===== config.mk =====
export PLATFORM = sky130hd
export DESIGN_NAME = core_axi_bridge
export DESIGN_NICKNAME = d
export VERILOG_FILES = /design/src/rtl/core_axi_pkg.sv /design/src/rtl/core_axi_bridge_fifo.sv /design/src/rtl/core_axi_bridge.sv
export SDC_FILE = /design/constraint.sdc
export NUM_CORES = 1
export LEC_CHECK = 0
export CAP_MARGIN = 20
export CORE_AREA = 10 10 160 162
export DETAILED_ROUTE_END_ITERATION = 10
export DIE_AREA = 0 0 170 172
export PLACE_DENSITY = 0.56
export SLEW_MARGIN = 20
export SYNTH_ARGS = -nofsm -noshare
export SYNTH_HDL_FRONTEND = slang
export SYNTH_SLANG_ARGS = --single-unit

===== constraint.sdc =====
create_clock -name clk_i -period 3 [get_ports clk_i]
set_clock_uncertainty 0.2 [all_clocks]
set_input_delay 0.9 -clock clk_i [delete_from_list [all_inputs] [get_ports clk_i]]
set_output_delay 0.9 -clock clk_i [all_outputs]
set_load 0.005 [all_outputs]

===== src/rtl/core_axi_pkg.sv =====
// Shared AXI encodings, bridge state and in-flight tracker entry for core_axi_bridge.
package core_axi_pkg;

   localparam logic [1:0] AXI_BURST_INCR  = 2'b01;
   localparam logic [2:0] AXI_SIZE_4B     = 3'b010;
   localparam logic [1:0] AXI_RESP_OKAY   = 2'b00;
   localparam logic [1:0] AXI_RESP_EXOKAY = 2'b01;
   localparam logic [1:0] AXI_RESP_SLVERR = 2'b10;
   localparam logic [1:0] AXI_RESP_DECERR = 2'b11;

   // Lane select wide enough for the widest (128-bit) AXI data bus.
   localparam int unsigned TRK_LANE_W = 2;

   typedef enum logic {
      IDLE,
      WR_PEND
   } bridge_state_e;

   typedef struct packed {
      logic                  we;
      logic [TRK_LANE_W-1:0] lane;
   } trk_entry_t;

   function automatic logic [TRK_LANE_W-1:0] lane_of(input logic [1:0] word_sel,
                                                     input int unsigned lanes);
      if (lanes > 1) return word_sel & TRK_LANE_W'(lanes - 1);
      return '0;
   endfunction

   function automatic logic resp_is_err(input logic [1:0] resp);
      logic err;
      case (resp)
         AXI_RESP_OKAY, AXI_RESP_EXOKAY:  err = 1'b0;
         AXI_RESP_SLVERR, AXI_RESP_DECERR: err = 1'b1;
         default:                         err = 1'b0;
      endcase
      return err;
   endfunction

endpackage


===== src/rtl/core_axi_bridge_fifo.sv =====
// In-order tracker of issued transactions; push and pop may coincide, including at full.
module core_axi_bridge_fifo
   import core_axi_pkg::*;
#(
   parameter int unsigned DEPTH = 4
) (
   input  logic       clk_i,
   input  logic       rst_ni,
   input  logic       push_i,
   input  trk_entry_t din_i,
   input  logic       pop_i,
   output trk_entry_t dout_o,
   output logic       empty_o
);

   localparam int unsigned PTR_W = (DEPTH > 1) ? $clog2(DEPTH) : 1;
   localparam int unsigned CNT_W = $clog2(DEPTH + 1);

   trk_entry_t             mem_q [DEPTH];
   trk_entry_t             mem_d [DEPTH];
   logic       [PTR_W-1:0] wptr_q, wptr_d, rptr_q, rptr_d;
   logic       [CNT_W-1:0] count_q, count_d;
   logic                   full, do_push, do_pop;

   assign empty_o = (count_q == '0);
   assign full    = (count_q == CNT_W'(DEPTH));
   assign dout_o  = mem_q[rptr_q];

   always_comb begin
      mem_d   = mem_q;
      wptr_d  = wptr_q;
      rptr_d  = rptr_q;
      do_pop  = pop_i & ~empty_o;
      do_push = push_i & (~full | do_pop);
      if (do_push) begin
         mem_d[wptr_q] = din_i;
         wptr_d = (wptr_q == PTR_W'(DEPTH - 1)) ? '0 : wptr_q + PTR_W'(1);
      end
      if (do_pop) begin
         rptr_d = (rptr_q == PTR_W'(DEPTH - 1)) ? '0 : rptr_q + PTR_W'(1);
      end
      count_d = count_q + CNT_W'(do_push) - CNT_W'(do_pop);
   end

   always_ff @(posedge clk_i) begin
      if (!rst_ni) begin
         for (int i = 0; i < int'(DEPTH); i++) mem_q[i] <= '0;
         wptr_q  <= '0;
         rptr_q  <= '0;
         count_q <= '0;
      end else begin
         mem_q   <= mem_d;
         wptr_q  <= wptr_d;
         rptr_q  <= rptr_d;
         count_q <= count_d;
      end
   end

endmodule


===== src/rtl/core_axi_bridge.sv =====
// Pipelined core data-port to AXI4 master bridge, responses returned in issue order.
// Optional CORE_AXI_BRIDGE_RSP_REG_EN registers the core response outputs (+1 cycle).
module core_axi_bridge
   import core_axi_pkg::*;
#(
   parameter int unsigned ADDR_WIDTH      = 32,
   parameter int unsigned DATA_WIDTH      = 32,
   parameter int unsigned ID_WIDTH        = 16,
   parameter int unsigned USER_WIDTH      = 10,
   parameter int unsigned MAX_OUTSTANDING = 4
) (
   input  logic                    clk_i,
   input  logic                    rst_ni,
   input  logic                    data_req_i,
   output logic                    data_gnt_o,
   output logic                    data_rvalid_o,
   output logic                    data_err_o,
   input  logic [ADDR_WIDTH-1:0]   data_addr_i,
   input  logic                    data_we_i,
   input  logic [3:0]              data_be_i,
   input  logic [31:0]             data_wdata_i,
   output logic [31:0]             data_rdata_o,
   output logic [ID_WIDTH-1:0]     aw_id_o,
   output logic [ADDR_WIDTH-1:0]   aw_addr_o,
   output logic [7:0]              aw_len_o,
   output logic [2:0]              aw_size_o,
   output logic [1:0]              aw_burst_o,
   output logic                    aw_lock_o,
   output logic [3:0]              aw_cache_o,
   output logic [2:0]              aw_prot_o,
   output logic [3:0]              aw_qos_o,
   output logic [3:0]              aw_region_o,
   output logic [USER_WIDTH-1:0]   aw_user_o,
   output logic                    aw_valid_o,
   input  logic                    aw_ready_i,
   output logic [DATA_WIDTH-1:0]   w_data_o,
   output logic [DATA_WIDTH/8-1:0] w_strb_o,
   output logic                    w_last_o,
   output logic [USER_WIDTH-1:0]   w_user_o,
   output logic                    w_valid_o,
   input  logic                    w_ready_i,
   input  logic [ID_WIDTH-1:0]     b_id_i,
   input  logic [1:0]              b_resp_i,
   input  logic [USER_WIDTH-1:0]   b_user_i,
   input  logic                    b_valid_i,
   output logic                    b_ready_o,
   output logic [ID_WIDTH-1:0]     ar_id_o,
   output logic [ADDR_WIDTH-1:0]   ar_addr_o,
   output logic [7:0]              ar_len_o,
   output logic [2:0]              ar_size_o,
   output logic [1:0]              ar_burst_o,
   output logic                    ar_lock_o,
   output logic [3:0]              ar_cache_o,
   output logic [2:0]              ar_prot_o,
   output logic [3:0]              ar_qos_o,
   output logic [3:0]              ar_region_o,
   output logic [USER_WIDTH-1:0]   ar_user_o,
   output logic                    ar_valid_o,
   input  logic                    ar_ready_i,
   input  logic [ID_WIDTH-1:0]     r_id_i,
   input  logic [DATA_WIDTH-1:0]   r_data_i,
   input  logic [1:0]              r_resp_i,
   input  logic                    r_last_i,
   input  logic [USER_WIDTH-1:0]   r_user_i,
   input  logic                    r_valid_i,
   output logic                    r_ready_o
);

   localparam int unsigned LANES  = DATA_WIDTH / 32;
   localparam int unsigned STRB_W = DATA_WIDTH / 8;
   localparam int unsigned CNT_W  = $clog2(MAX_OUTSTANDING + 1);

   bridge_state_e         state_q, state_d;
   logic                  aw_done_q, aw_done_d, w_done_q, w_done_d;
   logic                  dir_q, dir_d;
   logic [CNT_W-1:0]      cnt_q, cnt_d;

   trk_entry_t            head, push_entry;
   logic                  trk_empty;
   logic [TRK_LANE_W-1:0] req_lane;
   logic                  accept, rd_act, wr_act, ar_hs, aw_hs, w_hs, aw_fin, w_fin, wr_gnt, gnt;
   logic                  rsp_fire, rsp_err;
   logic [31:0]           rsp_rdata;

   // Single-beat, 32-bit, ID 0 transfers: every attribute field is static.
   assign aw_id_o     = '0;
   assign aw_addr_o   = data_addr_i;
   assign aw_len_o    = 8'd0;
   assign aw_size_o   = AXI_SIZE_4B;
   assign aw_burst_o  = AXI_BURST_INCR;
   assign aw_lock_o   = 1'b0;
   assign aw_cache_o  = 4'd0;
   assign aw_prot_o   = 3'd0;
   assign aw_qos_o    = 4'd0;
   assign aw_region_o = 4'd0;
   assign aw_user_o   = '0;
   assign ar_id_o     = '0;
   assign ar_addr_o   = data_addr_i;
   assign ar_len_o    = 8'd0;
   assign ar_size_o   = AXI_SIZE_4B;
   assign ar_burst_o  = AXI_BURST_INCR;
   assign ar_lock_o   = 1'b0;
   assign ar_cache_o  = 4'd0;
   assign ar_prot_o   = 3'd0;
   assign ar_qos_o    = 4'd0;
   assign ar_region_o = 4'd0;
   assign ar_user_o   = '0;
   assign w_last_o    = 1'b1;
   assign w_user_o    = '0;

   assign req_lane = lane_of(data_addr_i[3:2], LANES);
   assign w_data_o = {LANES{data_wdata_i}};
   assign w_strb_o = STRB_W'(data_be_i) << {req_lane, 2'b00};

   // Only the tracker head's channel is ever ready, so stray beats are never consumed.
   assign r_ready_o = ~trk_empty & ~head.we;
   assign b_ready_o = ~trk_empty &  head.we;
   assign rsp_fire  = (r_valid_i & r_ready_o) | (b_valid_i & b_ready_o);
   assign rsp_err   = head.we ? resp_is_err(b_resp_i) : resp_is_err(r_resp_i);
   assign rsp_rdata = head.we ? 32'd0 : 32'(r_data_i >> {head.lane, 5'd0});

   always_comb begin
      state_d   = state_q;
      aw_done_d = aw_done_q;
      w_done_d  = w_done_q;
      dir_d     = dir_q;
      cnt_d     = cnt_q;
      // A half-finished write owns the port; otherwise need a free slot and no direction change.
      if (state_q == WR_PEND) accept = data_we_i;
      else accept = ((cnt_q < CNT_W'(MAX_OUTSTANDING)) | rsp_fire) &
                    ((cnt_q == '0) | (data_we_i == dir_q));
      rd_act     = data_req_i & ~data_we_i & accept & (state_q == IDLE);
      wr_act     = data_req_i &  data_we_i & accept;
      ar_valid_o = rd_act;
      aw_valid_o = wr_act & ~aw_done_q;
      w_valid_o  = wr_act & ~w_done_q;
      ar_hs      = ar_valid_o & ar_ready_i;
      aw_hs      = aw_valid_o & aw_ready_i;
      w_hs       = w_valid_o & w_ready_i;
      aw_fin     = aw_done_q | aw_hs;
      w_fin      = w_done_q | w_hs;
      wr_gnt     = wr_act & aw_fin & w_fin;
      gnt        = ar_hs | wr_gnt;
      aw_done_d  = aw_fin & ~wr_gnt;
      w_done_d   = w_fin & ~wr_gnt;
      state_d    = (aw_done_d | w_done_d) ? WR_PEND : IDLE;
      if (gnt) dir_d = data_we_i;
      cnt_d      = cnt_q + CNT_W'(gnt) - CNT_W'(rsp_fire);
   end

   assign data_gnt_o = gnt;
   assign push_entry = '{we: data_we_i, lane: req_lane};

   core_axi_bridge_fifo #(
      .DEPTH (MAX_OUTSTANDING)
   ) u_trk (
      .clk_i   (clk_i),
      .rst_ni  (rst_ni),
      .push_i  (gnt),
      .din_i   (push_entry),
      .pop_i   (rsp_fire),
      .dout_o  (head),
      .empty_o (trk_empty)
   );

`ifdef CORE_AXI_BRIDGE_RSP_REG_EN
   logic        rvalid_q, rvalid_d, err_q, err_d;
   logic [31:0] rdata_q, rdata_d;

   always_comb begin
      rvalid_d = rsp_fire;
      err_d    = rsp_fire & rsp_err;
      rdata_d  = rdata_q;
      if (rsp_fire) rdata_d = rsp_rdata;
   end

   assign data_rvalid_o = rvalid_q;
   assign data_err_o    = err_q;
   assign data_rdata_o  = rdata_q;
`else
   assign data_rvalid_o = rsp_fire;
   assign data_err_o    = rsp_fire & rsp_err;
   assign data_rdata_o  = rsp_rdata;
`endif

   always_ff @(posedge clk_i) begin
      if (!rst_ni) begin
         state_q   <= IDLE;
         aw_done_q <= 1'b0;
         w_done_q  <= 1'b0;
         dir_q     <= 1'b0;
         cnt_q     <= '0;
`ifdef CORE_AXI_BRIDGE_RSP_REG_EN
         rvalid_q  <= 1'b0;
         err_q     <= 1'b0;
         rdata_q   <= '0;
`endif
      end else begin
         state_q   <= state_d;
         aw_done_q <= aw_done_d;
         w_done_q  <= w_done_d;
         dir_q     <= dir_d;
         cnt_q     <= cnt_d;
`ifdef CORE_AXI_BRIDGE_RSP_REG_EN
         rvalid_q  <= rvalid_d;
         err_q     <= err_d;
         rdata_q   <= rdata_d;
`endif
      end
   end

   logic unused_inputs;
   assign unused_inputs = ^{b_id_i, b_user_i, r_id_i, r_last_i, r_user_i};

endmodule


==> impl_metrics.json <==
{
  "ios": 427,
  "worstPathRequired_ns": 1.90,
  "drive_gt1_share_pct": 18.0,
  "cts.clk_slew.worst_paths_ns": 0.06,
  "port_buffers": 82,
  "power_density_nw_per_um2": 531,
  "coreArea_um2": 22400,
  "power_w": 0.00180,
  "cts-root-buf": "clkbuf_16",
  "grt-ovfl-total": 0,
  "max_freq_mhz": 311,
  "startpoint_type": "flop",
  "drtIter0Drc": 50,
  "crit_path_end_kind": "primary output",
  "switching_share_pct": 36.5,
  "synth_cells": 385,
  "fill_cells": 2555,
  "synthFlopType": "dfxtp_1",
  "hp-class": "flop to flop",
  "yosys-top-cells-area": "buf_4 55%, dfxtp_1 12%, nor2b_1 6.4%",
  "drv_cap": 0,
  "clkPwrFrac_pct": 16.6,
  "track_usage_pct": 4.82,
  "wl_um": 8330,
  "num_rows": 55,
  "syn_to_final_growth_pct": 12.5,
  "vias": 1902,
  "netlist.area_leader.share_pct": 55.0,
  "setup_violations": 40,
  "clockBufferDepth": 2,
  "syn_area_per_cell_um2": 7.84,
  "setup_ws_ns": -0.212,
  "synth_top_area_cell": "buf_4",
  "die_area_um2": 29200,
  "remaining_drc_errors": 0,
  "cts_tree": "built",
  "vias_per_cell": 2.80,
  "ys_seq_area_share_pct": 11.9,
  "htreeDepth": 1,
  "synth_area_um2": 3020,
  "p_switching_w": 0.000658,
  "drv_slew": 0,
  "period_needed_ns": 3.21,
  "synth_edf_count": 0,
  "grt_max_degree": 36,
  "place_congestion": 0.727,
  "yosys_warnings": 0,
  "violations": "negative setup slack",
  "hold_viol_final": 0,
  "drt-met1-wl_um": 2530,
  "ys_ff_latch": 18,
  "cts_inserted_buffers": 3,
  "seqPwrFrac_pct": 19.4,
  "utilization_pct": 15.2,
  "wl_met2_um": 3570,
  "crit_fanout": 5,
  "grt_setup_unrepaired": "true",
  "grt_pass1_wl_um": 10800,
  "clock_latency_ns": 0.25,
  "yosysUniqueCellTypes": 39,
  "multi_input_area_um2": 1470,
  "fin_crit_sh_pct": 107,
  "pwr-share-comb_pct": 63.9,
  "fin_nets": 572,
  "worstPathArrival_ns": 2.11,
  "wl_met3_um": 1550,
  "outcome": "complete, but fails checks",
  "grt_pass1_vias": 1894,
  "antenna_found_initial": 3,
  "drt_first_pass_iters": 4,
  "critPathKind": "flop to primary output",
  "routedWlPerCell_um": 12.3,
  "fp.dieW_um": 170,
  "regArea_um2": 362,
  "dp_slack_ns": -0.866,
  "cts_sinks": 18,
  "initial_core_util_pct": 13.5,
  "place_hpwl_um": 7210,
  "vdd_drop_max_mv": 0.245,
  "p_int_w": 0.00114,
  "ant_nets": 0,
  "dieHeight_um": 172,
  "p_leak_nw": 1.52,
  "synth_common_cells": "221 x buf_4, 31 x nor2b_1, 18 x dfxtp_1",
  "routed.top_layer": "met5",
  "async_reset_ff_share_pct": 0,
  "synth.most_common_cell": "buf_4"
}
-- power by group through the flow --
stage | clock (W) | sequential, W | combinational (W)
6_report | 0.000300 | 0.000350 | 0.00115
5_1_grt | 0.000326 | 0.000360 | 0.00129
4_1_cts | 0.000309 | 0.000351 | 0.00112
3_5_place_dp | 0 | 0.000352 | 0.000960
3_3_place_gp | 0 | 0.000351 | 0.000948
2_1_floorplan | 0 | 0.000350 | 0.000707
-- layout by cell type, fill, tap and decap left out, drive strengths merged, types with 2 or more instances in the layout --
cell type / netlist / final
dlygate4sd2: 0 / 4
and2b: 4 / 4
mux2i: 8 / 8
ha: 9 / 9
inv: 12 / 12
fa: 2 / 2
dfxtp: 18 / 18
a21oi: 3 / 3
clkdlybuf4s50: 0 / 69
o21ai: 5 / 5
or2: 3 / 3
nand2: 11 / 11
nor3: 5 / 5
and3: 2 / 2
o211ai: 6 / 6
nor3b: 2 / 2
xnor2: 3 / 3
and2: 5 / 5
nor4bb: 2 / 2
clkbuf: 6 / 4
nor2b: 31 / 31
nand3: 3 / 3
nor2: 10 / 10
conb: 2 / 121
buf: 222 / 40
-- path summary, 6_finish.rpt --
check / startpoint / to / slack, ns / cells past startpoint
min: u_trk.mem_q[11]$_SDFFE_PN0P_ / u_trk.mem_q[11]$_SDFFE_PN0P_ / 0.26 / 2
max reg2reg: u_trk.rptr_q[1]$_SDFFE_PN0P_ / u_trk.count_q[2]$_SDFF_PN0_ / -0.20 / 14
max: u_trk.rptr_q[1]$_SDFFE_PN0P_ / data_err_o / -0.21 / 7
min reg2reg: u_trk.mem_q[11]$_SDFFE_PN0P_ / u_trk.mem_q[11]$_SDFFE_PN0P_ / 0.26 / 2
-- registers in the layout, summed over array words and instances (netlist names) --
register       cells
w_done_q           1
cnt_q              3
u_trk.rptr_q       2
aw_done_q          1
dir_q              1
state_q            1
u_trk.mem_q        4
u_trk.wptr_q       2
u_trk.count_q      3
-- critical path, stage by stage (launching register included) --
cell	delay [ns]
dfxtp_2	0.34
mux4_2	0.58
mux2i_4	0.26
or2_4	0.26
buf_6	0.12
buf_4	0.13
nor2_2	0.06
buf_2	0.11
-- per-layer routing --
| layer | up-vias | GRT usage (%) |
|---|---|---|
| li1 | 881 | - |
| met1 | 805 | 4.50 |
| met2 | 160 | 6.64 |
| met3 | 54 | 3.67 |
| met4 | 2 | 4.61 |
| met5 | - | 0 |
-- repair_timing --
item	in CTS	in global routing
setup buffers	8	3
endpoints found under the setup margin	44	44
pin swaps	18	7
gates resized for setup	60	8
hold buffers	0	0
-- stage by stage --
step | hold slack [ns] | instances | instance area, µm² | setup TNS [ns]
floorplan | 0.235 | 504 | 3500 | -0.105
global placement | 0.247 | 666 | 3150 | -9.73
detailed placement | 0.260 | 666 | 3150 | -9.91
CTS | 0.265 | 677 | 3350 | -7.73
global route | 0.279 | 680 | 3390 | -10.29
finish | 0.260 | 680 | 3390 | -5.95
-- final cells by class --
class / instances / area share, %
well taps: 285 / 10.5
repair buffers: 114 / 31.3
multi-input cells: 246 / 43.3
clock buffers: 4 / 2.62
inverters: 12 / 1.55
flip-flops and latches: 18 / 10.7
diodes: 1 / 0.0737
-- cells by family (layout without fill, tap and decap cells) --
| group | Yosys count | count (layout) | synth area share (%) |
|---|---|---|---|
| compound gates | 20 | 20 | 4.73 |
| xor+xnor | 4 | 4 | 1.16 |
| fa+ha+maj | 11 | 11 | 5.06 |
| buf+inv | 240 | 130 | 57.6 |
| flops | 18 | 18 | 11.9 |
| mux | 9 | 9 | 3.82 |
| other cells | 2 | 122 | 0.249 |
| simple gates | 81 | 81 | 15.4 |
Note: power is estimated with default switching activity, not from simulation.
